File: src/rtl/uart_tx_arbiter_if.sv
// Bundle of requester and transmitter signals around the shared UART TX arbiter.
// The slave modport is the arbiter's view; master is the environment's view.
interface uart_tx_arbiter_if #(
    parameter int NUM_REQ    = 4,
    parameter int DATA_WIDTH = 8
) ();
    localparam int IW = $clog2(NUM_REQ);

    logic [NUM_REQ-1:0]            req;
    logic [NUM_REQ*DATA_WIDTH-1:0] req_data;
    logic [NUM_REQ-1:0]            req_par_en;
    logic [NUM_REQ-1:0]            ack;
    logic [NUM_REQ-1:0]            err;
    logic [DATA_WIDTH-1:0]         tx_p_data;
    logic                          tx_par_en;
    logic                          tx_data_valid;
    logic                          tx_busy;
    logic [IW-1:0]                 grant_id;
    logic                          arb_busy;

    modport slave (
        input  req, req_data, req_par_en, tx_busy,
        output ack, err, tx_p_data, tx_par_en, tx_data_valid, grant_id, arb_busy
    );

    modport master (
        output req, req_data, req_par_en, tx_busy,
        input  ack, err, tx_p_data, tx_par_en, tx_data_valid, grant_id, arb_busy
    );
endinterface

File: src/rtl/uart_tx_arbiter.sv
// Round-robin arbiter sharing one UART transmitter among NUM_REQ byte requesters,
// with frame tracking via tx_busy, an inter-frame gap and a start watchdog.
module uart_tx_arbiter #(
    parameter int NUM_REQ       = 4,
    parameter int DATA_WIDTH    = 8,
    parameter int GAP_CYCLES    = 2,
    parameter int START_TIMEOUT = 16
) (
    input  logic                clk,
    input  logic                rst,
    uart_tx_arbiter_if.slave    bus
);
    localparam int IW = $clog2(NUM_REQ);
    localparam int TW = $clog2(START_TIMEOUT);
    localparam int GW = (GAP_CYCLES > 1) ? $clog2(GAP_CYCLES) : 1;
    localparam logic [TW-1:0] TIMER_LAST = TW'(START_TIMEOUT - 1);
    localparam logic [GW-1:0] GAP_LAST   = GW'((GAP_CYCLES > 0) ? GAP_CYCLES - 1 : 0);

    typedef enum logic [2:0] {
        IDLE,
        LAUNCH,
        WAIT_BUSY,
        TRANSMIT,
        GAP
    } state_t;

    state_t                 state_reg, state_next;
    logic [IW-1:0]          ptr_reg, ptr_next;
    logic [TW-1:0]          timer_reg, timer_next;
    logic [GW-1:0]          gap_cnt_reg, gap_cnt_next;
    logic [DATA_WIDTH-1:0]  tx_p_data_reg, tx_p_data_next;
    logic                   tx_par_en_reg, tx_par_en_next;
    logic                   tx_data_valid_reg, tx_data_valid_next;
    logic [IW-1:0]          grant_id_reg, grant_id_next;
    logic                   arb_busy_reg, arb_busy_next;
    logic [NUM_REQ-1:0]     ack_reg, ack_next;
    logic [NUM_REQ-1:0]     err_reg, err_next;

    logic [DATA_WIDTH-1:0]  req_byte [NUM_REQ];
    logic                   pick_valid;
    logic [IW-1:0]          pick_id;
    logic [IW-1:0]          cand;

    generate
        for (genvar gi = 0; gi < NUM_REQ; gi++) begin : g_unpack
            assign req_byte[gi] = bus.req_data[gi*DATA_WIDTH +: DATA_WIDTH];
        end
    endgenerate

    // Walk candidates from farthest to nearest so the nearest set bit after ptr wins.
    always_comb begin
        pick_valid = 1'b0;
        pick_id    = '0;
        cand       = '0;
        for (int k = NUM_REQ; k >= 1; k--) begin
            cand = IW'((int'(ptr_reg) + k) % NUM_REQ);
            if (bus.req[cand]) begin
                pick_valid = 1'b1;
                pick_id    = cand;
            end
        end
    end

    always_comb begin
        state_next         = state_reg;
        ptr_next           = ptr_reg;
        timer_next         = timer_reg;
        gap_cnt_next       = gap_cnt_reg;
        tx_p_data_next     = tx_p_data_reg;
        tx_par_en_next     = tx_par_en_reg;
        grant_id_next      = grant_id_reg;
        tx_data_valid_next = 1'b0;
        ack_next           = '0;
        err_next           = '0;

        unique case (state_reg)
            IDLE: begin
                if (pick_valid && !bus.tx_busy) begin
                    tx_p_data_next     = req_byte[pick_id];
                    tx_par_en_next     = bus.req_par_en[pick_id];
                    grant_id_next      = pick_id;
                    ptr_next           = pick_id;
                    tx_data_valid_next = 1'b1;
                    state_next         = LAUNCH;
                end
            end
            LAUNCH: begin
                timer_next = '0;
                state_next = WAIT_BUSY;
            end
            WAIT_BUSY: begin
                if (bus.tx_busy) begin
                    ack_next[grant_id_reg] = 1'b1;
                    state_next             = TRANSMIT;
                end else begin
                    timer_next = timer_reg + 1'b1;
                    if (timer_next == TIMER_LAST) begin
                        err_next[grant_id_reg] = 1'b1;
                        gap_cnt_next           = '0;
                        state_next             = GAP;
                    end
                end
            end
            TRANSMIT: begin
                if (!bus.tx_busy) begin
                    gap_cnt_next = '0;
                    state_next   = (GAP_CYCLES == 0) ? IDLE : GAP;
                end
            end
            GAP: begin
                // A timeout with no configured gap still spends one cycle here.
                if (GAP_CYCLES == 0 || gap_cnt_reg == GAP_LAST) begin
                    state_next = IDLE;
                end else begin
                    gap_cnt_next = gap_cnt_reg + 1'b1;
                end
            end
            default: state_next = IDLE;
        endcase

        arb_busy_next = (state_next != IDLE);
    end

    always_ff @(posedge clk or negedge rst) begin
        if (!rst) begin
            state_reg         <= IDLE;
            ptr_reg           <= IW'(NUM_REQ - 1);
            timer_reg         <= '0;
            gap_cnt_reg       <= '0;
            tx_p_data_reg     <= '0;
            tx_par_en_reg     <= 1'b0;
            tx_data_valid_reg <= 1'b0;
            grant_id_reg      <= '0;
            arb_busy_reg      <= 1'b0;
            ack_reg           <= '0;
            err_reg           <= '0;
        end else begin
            state_reg         <= state_next;
            ptr_reg           <= ptr_next;
            timer_reg         <= timer_next;
            gap_cnt_reg       <= gap_cnt_next;
            tx_p_data_reg     <= tx_p_data_next;
            tx_par_en_reg     <= tx_par_en_next;
            tx_data_valid_reg <= tx_data_valid_next;
            grant_id_reg      <= grant_id_next;
            arb_busy_reg      <= arb_busy_next;
            ack_reg           <= ack_next;
            err_reg           <= err_next;
        end
    end

    assign bus.tx_p_data     = tx_p_data_reg;
    assign bus.tx_par_en     = tx_par_en_reg;
    assign bus.tx_data_valid = tx_data_valid_reg;
    assign bus.grant_id      = grant_id_reg;
    assign bus.arb_busy      = arb_busy_reg;
    assign bus.ack           = ack_reg;
    assign bus.err           = err_reg;
endmodule
File: src/flat_wrapper.sv
// flat-port wrapper written by rule: the top's interface ports become plain ports
module uart_tx_arbiter_flat 
#(
    parameter int NUM_REQ       = 4,
    parameter int DATA_WIDTH    = 8,
    parameter int GAP_CYCLES    = 2,
    parameter int START_TIMEOUT = 16
)
  (clk, rst, bus_req, bus_req_data, bus_req_par_en, bus_tx_busy, bus_ack, bus_err, bus_tx_p_data, bus_tx_par_en, bus_tx_data_valid, bus_grant_id, bus_arb_busy);
  uart_tx_arbiter_if #(.NUM_REQ(NUM_REQ), .DATA_WIDTH(DATA_WIDTH)) bus_i ();
  input  logic clk;
  input  logic rst;
  input wire logic [$bits(bus_i.req)-1:0] bus_req;
  input wire logic [$bits(bus_i.req_data)-1:0] bus_req_data;
  input wire logic [$bits(bus_i.req_par_en)-1:0] bus_req_par_en;
  input wire logic [$bits(bus_i.tx_busy)-1:0] bus_tx_busy;
  output wire logic [$bits(bus_i.ack)-1:0] bus_ack;
  output wire logic [$bits(bus_i.err)-1:0] bus_err;
  output wire logic [$bits(bus_i.tx_p_data)-1:0] bus_tx_p_data;
  output wire logic [$bits(bus_i.tx_par_en)-1:0] bus_tx_par_en;
  output wire logic [$bits(bus_i.tx_data_valid)-1:0] bus_tx_data_valid;
  output wire logic [$bits(bus_i.grant_id)-1:0] bus_grant_id;
  output wire logic [$bits(bus_i.arb_busy)-1:0] bus_arb_busy;
  assign bus_i.req = bus_req;
  assign bus_i.req_data = bus_req_data;
  assign bus_i.req_par_en = bus_req_par_en;
  assign bus_i.tx_busy = bus_tx_busy;
  assign bus_ack = bus_i.ack;
  assign bus_err = bus_i.err;
  assign bus_tx_p_data = bus_i.tx_p_data;
  assign bus_tx_par_en = bus_i.tx_par_en;
  assign bus_tx_data_valid = bus_i.tx_data_valid;
  assign bus_grant_id = bus_i.grant_id;
  assign bus_arb_busy = bus_i.arb_busy;
  uart_tx_arbiter #(.NUM_REQ(NUM_REQ), .DATA_WIDTH(DATA_WIDTH), .GAP_CYCLES(GAP_CYCLES), .START_TIMEOUT(START_TIMEOUT)) u_core (.clk(clk), .rst(rst), .bus(bus_i));
endmodule
File: config.mk
export PLATFORM = sky130hd
export DESIGN_NAME = uart_tx_arbiter_flat
export DESIGN_NICKNAME = d
export VERILOG_FILES = /design/src/rtl/uart_tx_arbiter_if.sv /design/src/rtl/uart_tx_arbiter.sv /design/src/flat_wrapper.sv
export SDC_FILE = /design/constraint.sdc
export NUM_CORES = 1
export LEC_CHECK = 0
export BUFFER_PORTS_ARGS = -buffer_cell sky130_fd_sc_hd__buf_2
export CORE_MARGIN = 2
export CORE_UTILIZATION = 30
export CTS_BUF_LIST = sky130_fd_sc_hd__clkbuf_16
export DETAILED_ROUTE_END_ITERATION = 10
export HOLD_SLACK_MARGIN = 0.02
export PLACE_DENSITY_LB_ADDON = 0.15
export SKIP_CTS_REPAIR_TIMING = 1
export SYNTH_ARGS = -nofsm -noshare
export SYNTH_HDL_FRONTEND = slang
export SYNTH_SLANG_ARGS = --single-unit
File: constraint.sdc
create_clock -name clk -period 1.6 [get_ports clk]
set_input_delay 0 -clock clk [delete_from_list [all_inputs] [get_ports clk]]
set_output_delay 0 -clock clk [all_outputs]
set_load 0.02 [all_outputs]
# Word level (Yosys, flattened, before mapping)

Cells that the tools add are included.

Bits in registers: 31
Input bits: 43
Output and inout bits: 21
Word-level logic and storage cells: 87

Add/subtract/negate cells: 6
Magnitude comparators: 8
Eq/ne operators: 8
Multiplexer cells: 43
Bitwise logic cells: 1
Reductions and logical operators: 10

Operator list:

| kind                                                       | number |
|---|---|
| two-way mux 4 bit                                          | 6 |
| less-than comparator 2 x 3 -> 1 bit, second input constant | 6 |
| binary-select mux 8 bit (select 2 bit)                     | 1 |
| two-way mux 1 bit                                          | 16 |
| two-way mux 8 bit                                          | 2 |
| two-way mux 3 bit                                          | 5 |
| case mux 3 bit (5 select lines)                            | 1 |
| binary-select mux 1 bit (select 2 bit)                     | 5 |
| two-way mux 2 bit                                          | 4 |
| case mux 4 bit (2 select lines)                            | 1 |
| equality test 3 x 2 -> 1 bit, second input constant        | 2 |
| nonzero test 3 bit                                         | 2 |
| adder 2 x 1 -> 2 bit, second input constant                | 2 |
| adder 2 bit, second input constant                         | 2 |
| adder 4 x 1 -> 4 bit, second input constant                | 1 |
| equality test 4 bit, second input constant                 | 1 |
| inequality test 2 bit, second input constant               | 2 |
| AND reduction 2 bit                                        | 2 |
| AND reduction 4 bit                                        | 1 |
| equality test 3 x 1 -> 1 bit, second input constant        | 1 |
| equality test 3 bit, second input constant                 | 1 |
| greater-or-equal comparator 3 bit, second input constant   | 1 |
| logical NOT 3 bit                                          | 1 |
| NOT 2 -> 3 bit                                             | 1 |
| 8 further kinds                                            | 9 |

# Logic depth before layout (Yosys ltp)

Depth in word-level cells: 11
Gate-level depth with buffers: 7
Depth with buffers taken out: 6

# Worst setup path before layout

Ideal clock, no wire load.

Path type: register -> register
Start: reg u_core.ptr_reg[1]
End: reg u_core.tx_p_data_reg[0] (netlist: u_core.bus.tx_p_data[0])
Arrival time: 1.581 ns
Required time: 1.520 ns
Path slack: -0.062 ns
Stages on the path, launching flop included: 7
Path through: dfstp_2 mux2i_1 o22ai_1 a21oi_1 buf_2 mux2_2 o211ai_2

Word-level cells in the longest chain between the ends: 11
Elaborated cells on any way between the ends: 26
Classes of those cells: 4 x add/sub; 19 x mux; 1 x bitwise; 2 x reduce/logical

Ends and longest elaborated chain:

| item                                                 | RTL line               | source |
|---|---|---|
| start, declared                                      | uart_tx_arbiter.sv:28  | `logic [IW-1:0] ptr_reg, ptr_next;` |
| start signal, assigned                               | uart_tx_arbiter.sv:127 | `ptr_reg <= IW'(NUM_REQ - 1);` |
| start signal, assigned                               | uart_tx_arbiter.sv:139 | `ptr_reg <= ptr_next;` |
| adder 2 x 1 -> 2 bit                                 | uart_tx_arbiter.sv:56  | `cand = IW'((int'(ptr_reg) + k) % NUM_REQ);` |
| binary-select mux 1 bit (select 2 bit)               | uart_tx_arbiter.sv:57  | `if (bus.req[cand]) begin` |
| two-way mux 1 bit (not written as such)              | uart_tx_arbiter.sv:57  |  |
| two-way mux 2 bit (4 in a row)                       | uart_tx_arbiter.sv:57  |  |
| NOT 2 -> 3 bit (not written as such)                 | uart_tx_arbiter.sv:79  | `tx_p_data_next = req_byte[pick_id];` |
| binary-select mux 8 bit (select 2 bit)               | uart_tx_arbiter.sv:79  |  |
| two-way mux 8 bit (not written as such) (2 in a row) | uart_tx_arbiter.sv:79  |  |
| end signal, assigned                                 | uart_tx_arbiter.sv:142 | `tx_p_data_reg <= tx_p_data_next;` |
| end, declared                                        | uart_tx_arbiter.sv:31  | `logic [DATA_WIDTH-1:0] tx_p_data_reg, tx_p_data_next;` |

Parallel ways exist; a longest one is shown, timed or not. The select of a mux whose other input is x is not followed.
A chain may end at the register's enable or synchronous reset.

# Final worst setup path

Start: reg u_core.ptr_reg[1]
End: reg u_core.tx_p_data_reg[4] (netlist: u_core.bus.tx_p_data[4])

The elaborated chain is that of the path after synthesis.

==> run_results.csv <==
group,metric,value,unit
run_status,result_of_the_run,"finished, violations left",
run_status,violations,"negative setup slack",
synth,syn_area_per_cell,9.86,um^2
floorplan,io_pins,64,
pwr,share_seq_of_total_power,28.1,%
synth,synth_enable_flop_cells,0,
pwr,sw_share,37.0,%
synth,yosysWarningCount,0,
synth,netlist_instances,180,
flow_run,drv_cap,0,
synth,async_reset_ff_share,100,%
pwr,pwr_per_cell_area,1730,nW/um^2
hold_path,hp-class,"input port to flip-flop",
synth,synthesis.area,1780,um^2
clocking,clkSlewWorstSetupHoldPaths,0.05,ns
timing,final_setup_violation_count,9,
global_routing,grt_first_pass_wirelength,6.92,mm
route,viasPerCell,4.80,
route,dr.first_iter.drc_count,75,
pwr,p_comb_share,48.9,%
critical_path,worstSetupEndpointType,"flip-flop",
timing,final_max_slew_violation_count,0,
synth,synth_seq_cells,31,
clocking,cts_max_level,2,
critical_path,crit_required,1.75,ns
critical_path,critPathLaunch,"u_core.ptr_reg[1]$_DFFE_PN1P_",
clocking,cts_max_path_buffers,2,
synth,synth_fp_nets,225,
place,gp_congestion,0.741,
cells_and_area,finish.utilization,45.4,%
timing,grt_setup_unrepaired,"true",
pwr,cellInternalPower,2.87,mW
floorplan,fp.dieH,80.9,um
cells_and_area,area.growth.synth_to_final,48.6,%
global_routing,antenna_found_initial,0,
pwr,power.leakage,1.27,nW
critical_path,worstPathArrival,1.87,ns
clocking,cts_root_buf,"sky130_fd_sc_hd__clkbuf_16",
floorplan,row_count,28,
clocking,clock_tree_from_tritoncts,"built",
timing,clock.fmax,583,MHz
global_routing,via_count_of_the_first_global_routing_pass,1427,
pwr,clock_power_share,23.0,%
global_routing,pin_count_of_the_biggest_net_entering_global_routing,32,
route,remaining_drc_errors,0,
cells_and_area,most_common_cell_after_layout_fill_and_taps_aside,"sky130_fd_sc_hd__buf_2",
place,place_worst_setup_slack,-0.107,ns
critical_path,crit_path_cell_trace,"mux2i_1 -> o22ai_1 -> a21oi_2 -> buf_6 -> clkbuf_16 -> mux2i_2 -> o211ai_2",
timing,clock-skew-final,0.00389,ns
cells_and_area,nets,306,
global_routing,overflow,0,
timing,timing_worst_slew_pin_value,0.725,ns
place,place.port_buffers,63,
timing,hold_viol,0,
cells_and_area,layoutNonFillerInstCount,337,
critical_path,number_of_buffer_and_inverter_instances_along_the_worst_setup_path,2,
route,drt_first_pass_iters,4,
timing,timing.slew.headroom,51.7,%
cells_and_area,largest_register_ffs,8,
pwr,post-layout-total-power,4.56,mW
clocking,worst_skew_pair.late_latency,0.27,ns
clocking,cts_sinks,31,
critical_path,cp-start-kind,"flip-flop",
critical_path,criticalPathCategory,"flip-flop to flip-flop",
place,hpwl,3.09,mm
route,num_vias,1619,
global_routing,global_routing_usage_summed_across_all_routing_layers,13.6,%
synth,proportion_of_synthesized_chip_area_in_sequential_cells,43.8,%
synth,ys_types,39,
timing,period_needed,1.71,ns
timing,fin_crit_sh,107,%
cells_and_area,drive_gt1_share,50.0,%
route,post_detailed_route_wirelength_per_cell,14.1,um
timing,totalNegativeSetupSlack,-0.959,ns
floorplan,design.core.area,5820,um^2
route,drt.antenna.violating_nets,0,
timing,layout_setup_ws,-0.114,ns
critical_path,crit_family,"flip-flops",
clocking,clock_buffers_created_by_tritoncts,5,
cells_and_area,antenna_cells_inserted,0,
critical_path,crit_path_max_incr_delay,0.57,ns
hold_path,timing.hold.worst.start,"bus_req_data[13]",
critical_path,critPathSlowestCell,"sky130_fd_sc_hd__dfstp_2",
pwr,max-vdd-ir-drop,0.695,mV
floorplan,die_w,80.9,um
synth,yosys_most_used_dff,"sky130_fd_sc_hd__dfrtp_1",
critical_path,highest_fanout_seen_on_the_critical_path,6,
pwr,p_sw,1.69,mW
place,post-place-cells,323,
critical_path,r2r_start,"u_core.ptr_reg[1]$_DFFE_PN1P_",
floorplan,initial_core_util,30.5,%
cells_and_area,final_cell_mix,"63 x sky130_fd_sc_hd__buf_2, 29 x sky130_fd_sc_hd__dfrtp_1, 18 x sky130_fd_sc_hd__nand2_1, 18 x sky130_fd_sc_hd__nand3_1, 13 x sky130_fd_sc_hd__nor2_1",
route,total_routed_wirelength,4.75,mm
floorplan,die_ar,6550,um^2
==> cell usage after synthesis (all sizes together), types with 3 or more instances <==
| cell type | instances | share of area [%] |
|---|---|---|
| dfrtp | 29 | 41 |
| nand2 | 19 | 4.4 |
| nand3 | 18 | 5.1 |
| nor2 | 14 | 3.0 |
| mux2i | 10 | 5.6 |
| o211ai | 10 | 6.8 |
| o21ai | 10 | 2.8 |
| mux2 | 9 | 5.7 |
| buf | 8 | 3.0 |
| nand2b | 7 | 2.5 |
| a21oi | 6 | 1.7 |
| inv | 6 | 1.4 |
| nand3b | 4 | 1.7 |
| a21o | 3 | 1.3 |
| nor3 | 3 | 1.1 |
| or3 | 3 | 1.3 |
==> cells by family after synthesis <==
logic type      share of synthesized area, %
compound gates                          16.6
buf+inv                                 4.79
flops                                   43.8
fa+ha+maj                               1.41
simple gates                            22.1
mux                                     11.3
==> stage by stage <==
step / hold slack (ns) / cell area (um^2)
2_1_floorplan: -0.296 / 1780
3_3_place_gp: 0.105 / 2280
3_5_place_dp: 0.108 / 2280
4_1_cts: -0.178 / 2440
5_1_grt: 0.0355 / 2640
6_report: 0.0254 / 2640
==> power groups by stage <==
stage,clock (mW),combinational (mW),sequential [mW]
final,1.05,2.23,1.28
after global routing,1.10,2.45,1.32
after CTS,1.07,1.92,1.28
after floorplan,0,1.03,1.50
after detailed placement,0,1.91,1.29
after global placement,0,1.91,1.29
==> final cells by class <==
| cell class | count | area (um^2) |
|---|---|---|
| Clock buffer | 5 | 125 |
| Clock inverter | 3 | 38.8 |
| Fill cell | 579 | 3180 |
| Inverter | 6 | 25.0 |
| Multi-Input combinational cell | 133 | 1020 |
| Sequential cell | 31 | 778 |
| Tap cell | 75 | 93.8 |
| Timing Repair Buffer | 84 | 559 |
==> worst paths after layout <==
kind                            slack, ns  cells past startpoint                             endpoint
worst max-delay path                -0.11                      7  u_core.bus.tx_p_data[4]$_DFFE_PN0P_
worst min-delay path                 0.03                      3  u_core.bus.tx_p_data[5]$_DFFE_PN0P_
worst max register to register      -0.11                      7  u_core.bus.tx_p_data[4]$_DFFE_PN0P_
worst min register to register       0.49                      2  u_core.bus.tx_p_data[5]$_DFFE_PN0P_
max in group asynchronous            0.81                      2        u_core.bus.arb_busy$_DFF_PN0_
min in group asynchronous            0.32                      2      u_core.timer_reg[1]$_DFFE_PN0P_
==> per-layer routing <==
metal / share of wire (%) / track usage, % / routed length [um]
met2: 47 / 20.4 / 2220
met5: 0 / 0 / 0
met3: 4.2 / 3.67 / 200
met1: 48 / 19.1 / 2270
met4: 1.2 / 4.07 / 57
==> worst reg2reg max path: cells and delay by family, from the launching register on <==
kind            cells  cell delay, ns
flops               1            0.57
mux                 2            0.41
buf+inv             2            0.32
compound gates      3            0.29
Note: power is estimated with default switching activity, not from simulation.
